[src/rtl/sparc_mem_sequencer.sv]
// sparc_mem_sequencer: arbitrates the single RAM port between instruction fetch and data load/store
// Ports:
//   i_clk, i_clr_n                 clock (rising edge), asynchronous active-low reset
//   i_if_req / o_if_ack            fetch request (held until ack) / one-cycle IR-loaded pulse
//   i_d_req, i_d_rw, i_d_type      data request, 1=read 0=write, size 00 byte..11 dword
//   o_d_ack                        one-cycle data-complete pulse
//   i_mar_lo                       MAR[2:0] of the pending access for the alignment check
//   i_moc / o_mov                  RAM handshake: operation complete / operation valid
//   o_rw, o_type                   RAM direction (1=read) and access size (fetch is word)
//   o_ir_ld, o_mdr_ld, o_mm        IR load, MDR load, MDR mux select (0=RAM data)
//   o_err                          one-cycle pulse on misalignment or timeout
//   o_busy                         high in every state except IDLE
// Optional feature: define MEM_TIMEOUT_EN to abort an ACCESS that sees no MOC
// within TIMEOUT_CYCLES cycles; otherwise ACCESS waits for MOC indefinitely.
module sparc_mem_sequencer #(
  parameter int TIMEOUT_CYCLES = 16,
  parameter int TCNT_W         = 5
) (
  input  logic       i_clk,
  input  logic       i_clr_n,
  input  logic       i_if_req,
  output logic       o_if_ack,
  input  logic       i_d_req,
  input  logic       i_d_rw,
  input  logic [1:0] i_d_type,
  output logic       o_d_ack,
  input  logic [2:0] i_mar_lo,
  input  logic       i_moc,
  output logic       o_mov,
  output logic       o_rw,
  output logic [1:0] o_type,
  output logic       o_ir_ld,
  output logic       o_mdr_ld,
  output logic       o_mm,
  output logic       o_err,
  output logic       o_busy
);
  typedef enum logic [2:0] {
    S_IDLE, S_CHECK, S_ACCESS, S_DONE, S_RELEASE, S_ERR
  } state_t;

  state_t     r_state, w_next;
  logic       r_owner_d;
  logic       r_rw;
  logic [1:0] r_type;
  logic       w_misalign;
  logic       w_timeout;

  // byte accesses are never misaligned; larger sizes need their low address bits clear
  assign w_misalign = (r_type == 2'b01 && i_mar_lo[0])
                   || (r_type == 2'b10 && |i_mar_lo[1:0])
                   || (r_type == 2'b11 && |i_mar_lo);

`ifdef MEM_TIMEOUT_EN
  logic [TCNT_W-1:0] r_cnt;
  // the counter holds zero outside ACCESS, so it is clear on every entry;
  // matching TIMEOUT_CYCLES-1 ends ACCESS after exactly TIMEOUT_CYCLES cycles
  assign w_timeout = (r_cnt == TCNT_W'(TIMEOUT_CYCLES - 1)) && !i_moc;
  always_ff @(posedge i_clk or negedge i_clr_n)
    if (!i_clr_n) r_cnt <= '0;
    else          r_cnt <= (r_state == S_ACCESS) ? r_cnt + 1'b1 : '0;
`else
  assign w_timeout = 1'b0;
`endif

  always_ff @(posedge i_clk or negedge i_clr_n) begin
    if (!i_clr_n) begin
      r_state   <= S_IDLE;
      r_owner_d <= 1'b0;
      r_rw      <= 1'b1;
      r_type    <= 2'b10;
    end else begin
      r_state <= w_next;
      // data has priority; a losing fetch stays pending and wins the next IDLE
      if (r_state == S_IDLE && (i_d_req || i_if_req)) begin
        r_owner_d <= i_d_req;
        r_rw      <= i_d_req ? i_d_rw : 1'b1;
        r_type    <= i_d_req ? i_d_type : 2'b10;
      end
    end
  end

  always_comb begin
    w_next = r_state;
    case (r_state)
      S_IDLE:    w_next = (i_d_req || i_if_req) ? S_CHECK : S_IDLE;
      S_CHECK:   w_next = w_misalign ? S_ERR : S_ACCESS;
      S_ACCESS:  w_next = i_moc ? S_DONE : (w_timeout ? S_ERR : S_ACCESS);
      S_DONE:    w_next = S_RELEASE;
      S_RELEASE: w_next = i_moc ? S_RELEASE : S_IDLE;
      S_ERR:     w_next = S_RELEASE;
      default:   w_next = S_IDLE;
    endcase
  end

  // MOV stays up through DONE so RAM data is stable while IR/MDR load
  assign o_mov    = (r_state == S_ACCESS) || (r_state == S_DONE);
  assign o_rw     = r_rw;
  assign o_type   = r_type;
  assign o_if_ack = (r_state == S_DONE) && !r_owner_d;
  assign o_ir_ld  = o_if_ack;
  assign o_d_ack  = (r_state == S_DONE) && r_owner_d;
  assign o_mdr_ld = o_d_ack && r_rw;
  assign o_mm     = 1'b0;
  assign o_err    = (r_state == S_ERR);
  assign o_busy   = (r_state != S_IDLE);
endmodule
[config.mk]
export PLATFORM = sky130hd
export DESIGN_NAME = sparc_mem_sequencer
export DESIGN_NICKNAME = d
export VERILOG_FILES = /design/src/rtl/sparc_mem_sequencer.sv
export SDC_FILE = /design/constraint.sdc
export NUM_CORES = 1
export LEC_CHECK = 0
export CAP_MARGIN = 0
export CORE_AREA = 3 3 40 42
export DETAILED_ROUTE_END_ITERATION = 12
export DIE_AREA = 0 0 43 45
export DONT_BUFFER_PORTS = 1
export PLACE_DENSITY = 0.51
export SYNTH_ARGS = -nofsm -noshare
export SYNTH_HDL_FRONTEND = slang
export SYNTH_SLANG_ARGS = --single-unit
[constraint.sdc]
create_clock -name i_clk -period 3.02 [get_ports i_clk]
set_input_delay 0.755 -clock i_clk [delete_from_list [all_inputs] [get_ports i_clk]]
set_output_delay 0.755 -clock i_clk [all_outputs]
set_load 0.01 [all_outputs]
== Yosys cells after proc, flatten, opt, wreduce, memory -nomap -nowiden ==
Cells that the tools add are included.

* Latch bits: 0
* ROM bits: 0
* Output and inout port bits: 11
* Memories kept: 0
* RAM bits: 0
* Input bits: 11
* Bits in registers: 7
* Logic and storage cells: 36

* Bitwise operators: 0
* Shifts and indexed selects: 0
* $add $sub $neg: 0
* Eq/ne operators: 8
* Reduce and logical (&&, ||, !) cells: 17
* Multipliers: 0
* Divide/modulo/power cells: 0
* Magnitude comparators: 0
* Multiplexer cells: 7

{| class="wikitable"
|+ Operators by type and width
! cell !! number
|-
| $pmux W3 S5 || 1
|-
| $logic_and A1 B1 Y1 || 7
|-
| $eq A3 B2 Y1 const B || 2
|-
| $eq A3 B3 Y1 const B || 2
|-
| $mux W3 || 2
|-
| $eq A2 B2 Y1 const B || 2
|-
| $logic_or A1 B1 Y1 || 4
|-
| $reduce_or A2 Y1 || 2
|-
| $eq A3 B1 Y1 const B || 1
|-
| $logic_not A3 Y1 || 1
|-
| $mux W1 || 3
|-
| $reduce_bool A3 Y1 || 1
|-
| $reduce_or A3 Y1 || 1
|-
| $eq A2 B1 Y1 const B || 1
|-
| $mux W2 || 1
|-
| $logic_not A1 Y1 || 1
|}

== Depth between registers and ports, before layout ==
Gate-level depths: netlist of the first run.

* Word-level depth: 6
* Mapped depth: 5
* Depth with buffers taken out: 3

== Least setup slack after synthesis of the first run ==
No wires, ideal clock.

* Path type: register to output
* From: register r_state[2]
* To: output o_ir_ld
* Arrival: 1.089 ns
* Cell stages (with the launch flop): 6
* Path buffers: 2
* Setup slack: 1.176 ns
* Data required time: 2.265 ns
* Cell sequence: dfrtp_1 buf_2 nor2b_4 nand2_1 nor2_1 buf_4

* Word-level cells in the longest chain between the ends: 2

{| class="wikitable"
|+ Ends and longest elaborated chain
! what !! line !! RTL
|-
| from (decl) || 42 || <nowiki>state_t r_state, w_next;</nowiki>
|-
| from (signal assigned) || 73 || <nowiki>r_state <= w_next;</nowiki>
|-
| $eq A3 B2 Y1 || 100 || <nowiki>assign o_if_ack = (r_state == S_DONE) && !r_owner_d;</nowiki>
|-
| $logic_and A1 B1 Y1 || 100 ||
|-
| to (decl) || 32 || <nowiki>output logic o_ir_ld,</nowiki>
|}

No other way between the ends.

== Final worst setup path of the first run ==
* From: register r_state[1]
* To: output o_mdr_ld

* Word-level cells in the longest chain between the ends: 3

{| class="wikitable"
|+ Ends and longest elaborated chain
! what !! line !! RTL
|-
| $eq A3 B2 Y1 || 102 || <nowiki>assign o_d_ack = (r_state == S_DONE) && r_owner_d;</nowiki>
|-
| $logic_and A1 B1 Y1 || 102 ||
|-
| via o_d_ack || 26 || <nowiki>output logic o_d_ack,</nowiki>
|-
| $logic_and A1 B1 Y1 || 103 || <nowiki>assign o_mdr_ld = o_d_ack && r_rw;</nowiki>
|-
| to (decl) || 33 || <nowiki>output logic o_mdr_ld,</nowiki>
|}

The timed path passes the listed nets, and every way through them passes these cells.

==> reports/results.tsv, run 1 <==
metric	value	unit
crit path launch	r_state[1]$_DFF_PN0_	
area of the die	1940	µm²
crit path max fanout	7	
Fill cells	141	
Synth top area share	0.310	
Initial Util	0.315	
drt first pass iters	2	
R2R Path Start	r_state[1]$_DFF_PN0_	
Core ar.	1280	µm²
Seq. cell area	178	µm²
Vias/cell	5.16	
site row count	13	
vias in the first global route	286	
grt ovf	0	
setup TNS	0	ns
CTS Hold Bufs	0	
CTS buffer count	3	
area leader, netlist	dfrtp_1	
Syn Std Cell Area	404	µm²
WL/cell	13.9	µm
worst hold path type	in2async	
HPWL after DPL	634	µm
upper clock frequency limit	473	MHz
top post-synthesis cells by area	dfrtp_1 31%, dfstp_2 13%, o21ai_0 5.0%, o22a_1 4.3%, nor3_4 4.0%	
worst setup path category	reg2out	
DRT Wirelength	780	µm
area delta synth->final	6.19	%
Seq/Total Area, Yosys	0.440	
Synth Area per Inst	10.1	µm²
flops & latches, synth	7	
fin. max-slew vios	0	
critical path arrival	1.36	ns
die width	43	µm
Final Net Count	53	
Clock transition at path regs	0.05	ns
Worst IR Drop VDD	0.408	mV
overall routing resource usage	0.0855	
critical path required time	2.26	ns
largest net degree at the start of global routing	10	
final setup fails	0	
detailed-route via count	289	
first-pass GRT wire length	1250	µm
Final ANT Viol Nets	0	
final core occ	0.334	
Pwr Density	1110	nW/µm²
clk sinks	7	
CTS resizes	0	
share of layout cells above drive strength 1	0.268	
Remaining DRCs	0	
PortBufs	0	
crit path time final	2.11	ns
part of the cycle the worst path needs	0.700	
post-CTS setup buffers	0	
diode count	0	
clock buffer depth	2	
outcome	finished, final reports clean	
crit path launch type	flop	
RD Place Congestion	0.644	
post-route cell area	429	µm²
Placed Instance Area	403	µm²
Top Ports	22	
Iteration-0 DRC Markers	2	
clk_lat worst skew	0.24	ns
Synth cell types	24	
Die H	45	µm
number of synthesis warnings	0	
RSZ-0062 raised after global routing	false	
root buf cell	clkbuf_4	
Synth top cells by count	5 x dfrtp_1, 4 x o21ai_0, 3 x a21oi_1, 3 x nand2_1	
area of the multi-input gates	199	µm²
EDFF count, synth	0	
cells after synthesis	40	
final count of hold timing violations	0	
most frequent cell after synthesis	dfrtp_1	
Post-synth top flop	dfrtp_1	
CTS tree	built	
Fin Clk Skew	0.00113	ns
max-cap violations	0	
asr flop ratio synth	1.00	
initial antenna violation count	0	
Critical Path Sink Type	output pin	
H-Tree Depth	1	
syn nets	51	
Lkg Pwr	0.000173	µW
## through the flow
stage          setup slack, ns  power (µW)  instances  hold slack, ns
2_1_floorplan             1.18         368         40           0.459
3_3_place_gp              1.17         392         52           0.460
3_5_place_dp              1.14         398         52           0.460
4_1_cts                  0.864         487         56           0.191
5_1_grt                  0.780         521         56           0.173
6_report                 0.906         476         56           0.202
## cell type report
cell class,instances,area share
flip-flops and latches,7,0.414
well taps,15,0.0437
multi-input cells,28,0.464
clock buffers,4,0.0612
inverters,2,0.0175
## layer usage
metal,part of all wire,track usage,vias to the layer above
met4,0,0.0361,0
met2,0.44,0.123,16
met5,0,0,-
met3,0.11,0.0398,0
li1,-,-,142
met1,0.45,0.111,131
## worst max-delay path, stage by stage, from the launching register on
cell,delay [ns]
dfrtp_1,0.47
nor2b_4,0.25
and3_4,0.22
and2_1,0.18
## registers in the layout, indices dropped and copies added, names as in the netlist
register / flops
o_type: 2
r_owner_d: 1
r_state: 3
o_rw: 1
## cell usage in the layout (no fill, tap or decap), drive strengths merged
cell type / count
o22a: 2
o21a: 1
nor3b: 2
nand3: 1
nand2: 3
nand2b: 1
o211ai: 1
o21ai: 4
o31a: 1
a21oi: 3
nor2b: 1
and3b: 1
and2: 1
conb: 1
clkbuf: 4
a22o: 1
nor2: 1
inv: 2
a211o: 1
and3: 1
dfrtp: 5
dfstp: 2
nor3: 1
## kinds of logic after synthesis
family / share of synthesized area
other: 0.00928
buffers and inverters: 0.0681
flip-flops: 0.440
AND/OR/NAND/NOR: 0.245
AO/OA/AOI/OAI: 0.238
## worst paths after layout
kind	to	slack [ns]	depth (start not counted)
max in group asynchronous	o_rw$_DFFE_PN1P_	2.65	0
hold / removal	r_owner_d$_DFFE_PN0P_	0.20	0
min in group i_clk	r_owner_d$_DFFE_PN0P_	0.53	1
hold reg to reg	r_owner_d$_DFFE_PN0P_	0.53	1
setup reg to reg	o_type[0]$_DFFE_PN0P_	1.84	3
setup / recovery	o_mdr_ld	0.91	3
## power by group
group          internal (µW)  switching, µW
clock network           50.3           32.6
logic                   88.7           85.0
registers                146           73.3
No activity file was read; power rests on OpenSTA's default activity.
==> inputs of run 2 (changes only) <==
==> constraint.sdc (replaced) <==
create_clock -name i_clk -period 2.15 [get_ports i_clk]
set_input_delay 0.5375 -clock i_clk [delete_from_list [all_inputs] [get_ports i_clk]]
set_output_delay 0.5375 -clock i_clk [all_outputs]
set_load 0.01 [all_outputs]
==> run 2 against run 1 <==
Against the previous run: combinational power up 43%; worst hold slack worse by 0.074 ns; worst setup slack worse by 0.65 ns; cell area up 2.3%; wire length up 1.2%; die area unchanged; critical path type unchanged; largest power group unchanged; highest routed layer unchanged.
==> reports/results.tsv, run 2 (synthesis results as in run 1) <==
metric	value	unit
outcome	finished, final reports clean	
Clk pwr share	0.175	
area delta synth->final	8.67	%
initial antenna violation count	0	
fin. max-slew vios	0	
PortBufs	0	
CTS buffer count	3	
Clock transition at path regs	0.05	ns
final setup fails	0	
upper clock frequency limit	527	MHz
post-route cell area	439	µm²
overall power	675	µW
share of layout cells above drive strength 1	0.262	
detailed-route via count	292	
Pwr Density	1540	nW/µm²
RSZ-0062 raised after global routing	false	
crit path launch type	flop	
worst hold path type	in2async	
Die H	45	µm
clk sinks	7	
Iteration-0 DRC Markers	2	
clock buffer depth	2	
Seq pwr share	0.457	
HPWL after DPL	634	µm
H-Tree Depth	1	
critical path arrival	1.36	ns
Lkg Pwr	0.000177	µW
CTS tree	built	
Top reg by flops	r_state	
root buf cell	clkbuf_4	
max-cap violations	0	
Remaining DRCs	0	
Vias/cell	5.12	
post-CTS setup buffers	0	
setup TNS	0	ns
grt ovf	0	
drt first pass iters	2	
Placed Instance Area	403	µm²
Top Ports	22	
die width	43	µm
part of the cycle the worst path needs	0.882	
max reg flops	3	
R2R Path Start	o_type[1]$_DFFE_PN1P_	
Final ANT Viol Nets	0	
Final Net Count	54	
Fin Clk Skew	0.00408	ns
switching power	273	µW
diode count	0	
most common cell after layout, fill and taps aside	dfrtp_1	
switching share of power	0.404	
combinational share of power	0.368	
commonest non-fill, non-tap cells in the layout	5 x dfrtp_1, 4 x o21ai_0, 3 x a21oi_1, 3 x nand2_1, 3 x clkbuf_4	
Worst IR Drop VDD	0.582	mV
largest net degree at the start of global routing	10	
worst setup path category	reg2out	
CTS Hold Bufs	1	
crit path max fanout	7	
Core ar.	1280	µm²
critical path required time	1.61	ns
RD Place Congestion	0.644	
Int Pwr	402	µW
WL/cell	13.8	µm
area of the die	1940	µm²
overall routing resource usage	0.0856	
DRT Wirelength	789	µm
vias in the first global route	295	
clk_lat worst skew	0.25	ns
site row count	13	
first-pass GRT wire length	1260	µm
Critical Path Sink Type	output pin	
Initial Util	0.315	
CTS resizes	0	
crit path launch	r_state[1]$_DFF_PN0_	
final count of hold timing violations	0	
crit path time final	1.90	ns
## run 2: metal layers
layer	GRT usage	routed length, µm	up-vias
li1	-	-	144
met1	0.106	354	134
met2	0.129	361	14
met3	0.0398	74	0
met4	0.0361	0	0
met5	0	0	-
## run 2: final cells by class
class	count	area [µm²]
multi-input cells	28	199
clock buffers	4	26.3
well taps	15	18.8
repair buffers	1	10.0
fillers	140	846
flip-flops and latches	7	178
inverters	2	7.51
## run 2: worst max-delay path, cell delays in order, from the launching register on
cell and delay, ns:
dfrtp_1 0.47, nor2b_4 0.25, and3_4 0.22, and2_1 0.18
## run 2: final timing paths
path                       cells past startpoint  slack [ns]                    end
setup / recovery                               3        0.25               o_mdr_ld
hold reg to reg                                1        0.53  r_owner_d$_DFFE_PN0P_
min in group i_clk                             1        0.42       o_rw$_DFFE_PN1P_
hold / removal                                 0        0.13  o_type[1]$_DFFE_PN1P_
setup reg to reg                               3        0.97   r_state[0]$_DFF_PN0_
max in group asynchronous                      1        1.36  o_type[0]$_DFFE_PN0P_
## run 2: stage by stage
stage          worst slack [ns]   util  hold slack, ns  std cells
2_1_floorplan             0.523      -           0.242         40
5_1_grt                   0.128  0.342           0.106         57
4_1_cts                   0.212  0.342           0.121         57
3_5_place_dp              0.492  0.314           0.242         52
6_report                  0.253  0.342           0.128         57
3_3_place_gp              0.522  0.314           0.242         52
## run 2: power groups by stage
stage                     Sequential, µW  Clock [µW]  Combinational, µW
after floorplan                      269           0                249
after global placement               309           0                242
after detailed placement             313           0                247
after CTS                            311         125                251
after global routing                 322         140                274
final                                309         118                248
==> inputs of run 3 (changes only) <==
--- a/config.mk
+++ b/config.mk
@@ -10,6 +10,7 @@
 export DETAILED_ROUTE_END_ITERATION = 12
 export DIE_AREA = 0 0 43 45
 export DONT_BUFFER_PORTS = 1
+export GPL_TIMING_DRIVEN = 0
 export PLACE_DENSITY = 0.51
 export SYNTH_ARGS = -nofsm -noshare
 export SYNTH_HDL_FRONTEND = slang
==> run 3 against run 2 <==
Against the previous run: first-iteration DRC count up 50%; fmax down 4.4%; cell area up 4.6%; combinational power up 15%; die area unchanged; clock-buffer cell count unchanged; final cell count up 5.3%; sequential share of layout area down 1.8 points; wire length up 5.6%; critical path depth up 1; non-clock buffer count up 3; flip-flop and latch count unchanged.
==> reports/results.tsv, run 3 (synthesis results as in run 1) <==
metric	value	unit
outcome	finished, final reports clean	
H-Tree Depth	1	
DRT Wirelength	833	µm
Vias/cell	5.15	
CTS Hold Bufs	1	
upper clock frequency limit	504	MHz
combinational share of power	0.412	
diode count	0	
critical path arrival	1.45	ns
Initial Util	0.315	
final setup fails	0	
overall routing resource usage	0.0949	
most common cell after layout, fill and taps aside	dfrtp_1	
die width	43	µm
detailed-route via count	309	
commonest non-fill, non-tap cells in the layout	5 x dfrtp_1, 4 x o21ai_0, 3 x a21oi_1, 3 x nand2_1, 3 x clkbuf_4	
Final Net Count	57	
clock buffer depth	2	
max-cap violations	0	
Remaining DRCs	0	
vias in the first global route	338	
HPWL after DPL	669	µm
Placed Instance Area	423	µm²
crit path launch type	flop	
Iteration-0 DRC Markers	3	
Clock transition at path regs	0.06	ns
CTS resizes	0	
switching power	279	µW
root buf cell	clkbuf_4	
fin. max-slew vios	0	
PortBufs	0	
drt first pass iters	2	
share of layout cells above drive strength 1	0.311	
Lkg Pwr	0.000192	µW
crit path max fanout	7	
crit path time final	1.98	ns
slowest CP cell	dfrtp_1	
worst hold path type	in2async	
Core ar.	1280	µm²
CTS tree	built	
max reg flops	3	
Top reg by flops	r_state	
Final Worst Setup Slack	0.167	ns
Die H	45	µm
RSZ-0062 raised after global routing	false	
critical path required time	1.61	ns
area delta synth->final	13.6	%
clk_lat worst skew	0.25	ns
site row count	13	
worst setup path category	reg2out	
Final ANT Viol Nets	0	
critical path's top delay family	simple AND/OR/NAND/NOR gates	
flop-to-flop setup slack	0.95	ns
switching share of power	0.404	
largest net degree at the start of global routing	10	
Fin Clk Skew	0.00613	ns
final count of hold timing violations	0	
first-pass GRT wire length	1370	µm
clk sinks	7	
RD Place Congestion	0.680	
grt ovf	0	
Top Ports	22	
WL/cell	13.9	µm
Critical Path Max Stage Delay	0.48	ns
post-CTS setup buffers	0	
Setup WS pre-CTS	0.432	ns
Critical Path Sink Type	output pin	
post-route cell area	459	µm²
Clk pwr share	0.173	
area of the die	1940	µm²
Worst IR Drop VDD	0.598	mV
CP Cell Sequence	nor2b_4, nand2_1, nor2_1, buf_4	
Int Pwr	412	µW
Pwr Density	1500	nW/µm²
part of the cycle the worst path needs	0.923	
setup TNS	0	ns
CTS buffer count	3	
initial antenna violation count	0	
WP buf/inv	1	
Seq pwr share	0.415	
run 3: changes by cell type in the layout (fill, tap and decap cells not counted), sizes merged:
cell	before	now
buf	0	3
run 3: through the flow:
stage	util	total power [µW]	hold slack [ns]	std cells
floorplan	-	518	0.242	40
global placement	0.329	561	0.242	55
detailed placement	0.329	574	0.242	55
CTS	0.357	698	0.121	60
global route	0.357	746	0.114	60
finish	0.357	690	0.124	60
run 3: path summary, 6_finish.rpt:
| check | start | endpoint | cells past startpoint |
|---|---|---|---|
| min | i_clr_n | o_type[1]$_DFFE_PN1P_ | 0 |
| max reg2reg | r_state[1]$_DFF_PN0_ | o_type[0]$_DFFE_PN0P_ | 3 |
| min in group i_clk | i_d_type[1] | o_type[1]$_DFFE_PN1P_ | 1 |
| min reg2reg | r_owner_d$_DFFE_PN0P_ | r_owner_d$_DFFE_PN0P_ | 1 |
| max | r_state[1]$_DFF_PN0_ | o_ir_ld | 4 |
| max in group asynchronous | i_clr_n | o_type[0]$_DFFE_PN0P_ | 1 |
run 3: routing by layer:
layer / vias up / part of all wire / track usage
met1: 140 / 0.44 / 0.111
li1: 151 / - / -
met4: 0 / 0.013 / 0.0542
met3: 2 / 0.095 / 0.0319
met2: 16 / 0.45 / 0.153
met5: - / 0 / 0
run 3: power groups by stage:
stage / Clock (µW) / Combinational, µW / Sequential (µW)
CTS: 123 / 288 / 287
detailed placement: 0 / 286 / 288
global placement: 0 / 275 / 286
finish: 119 / 284 / 287
global route: 129 / 321 / 295
floorplan: 0 / 249 / 269
run 3: final cells by class:
cell class	instances	area, µm²
buffer	3	20.0
clock buffer	4	26.3
fill	133	826
inverter	2	7.51
multi-input combinational	28	199
sequential	7	178
tap	15	18.8
timing repair buffer	1	10.0
run 3: worst register-to-register path, cell delays in order, from the launching register on:
cell and delay, ns:
dfrtp_1 0.46, nor3_4 0.30, o21a_2 0.22, o21ai_0 0.08
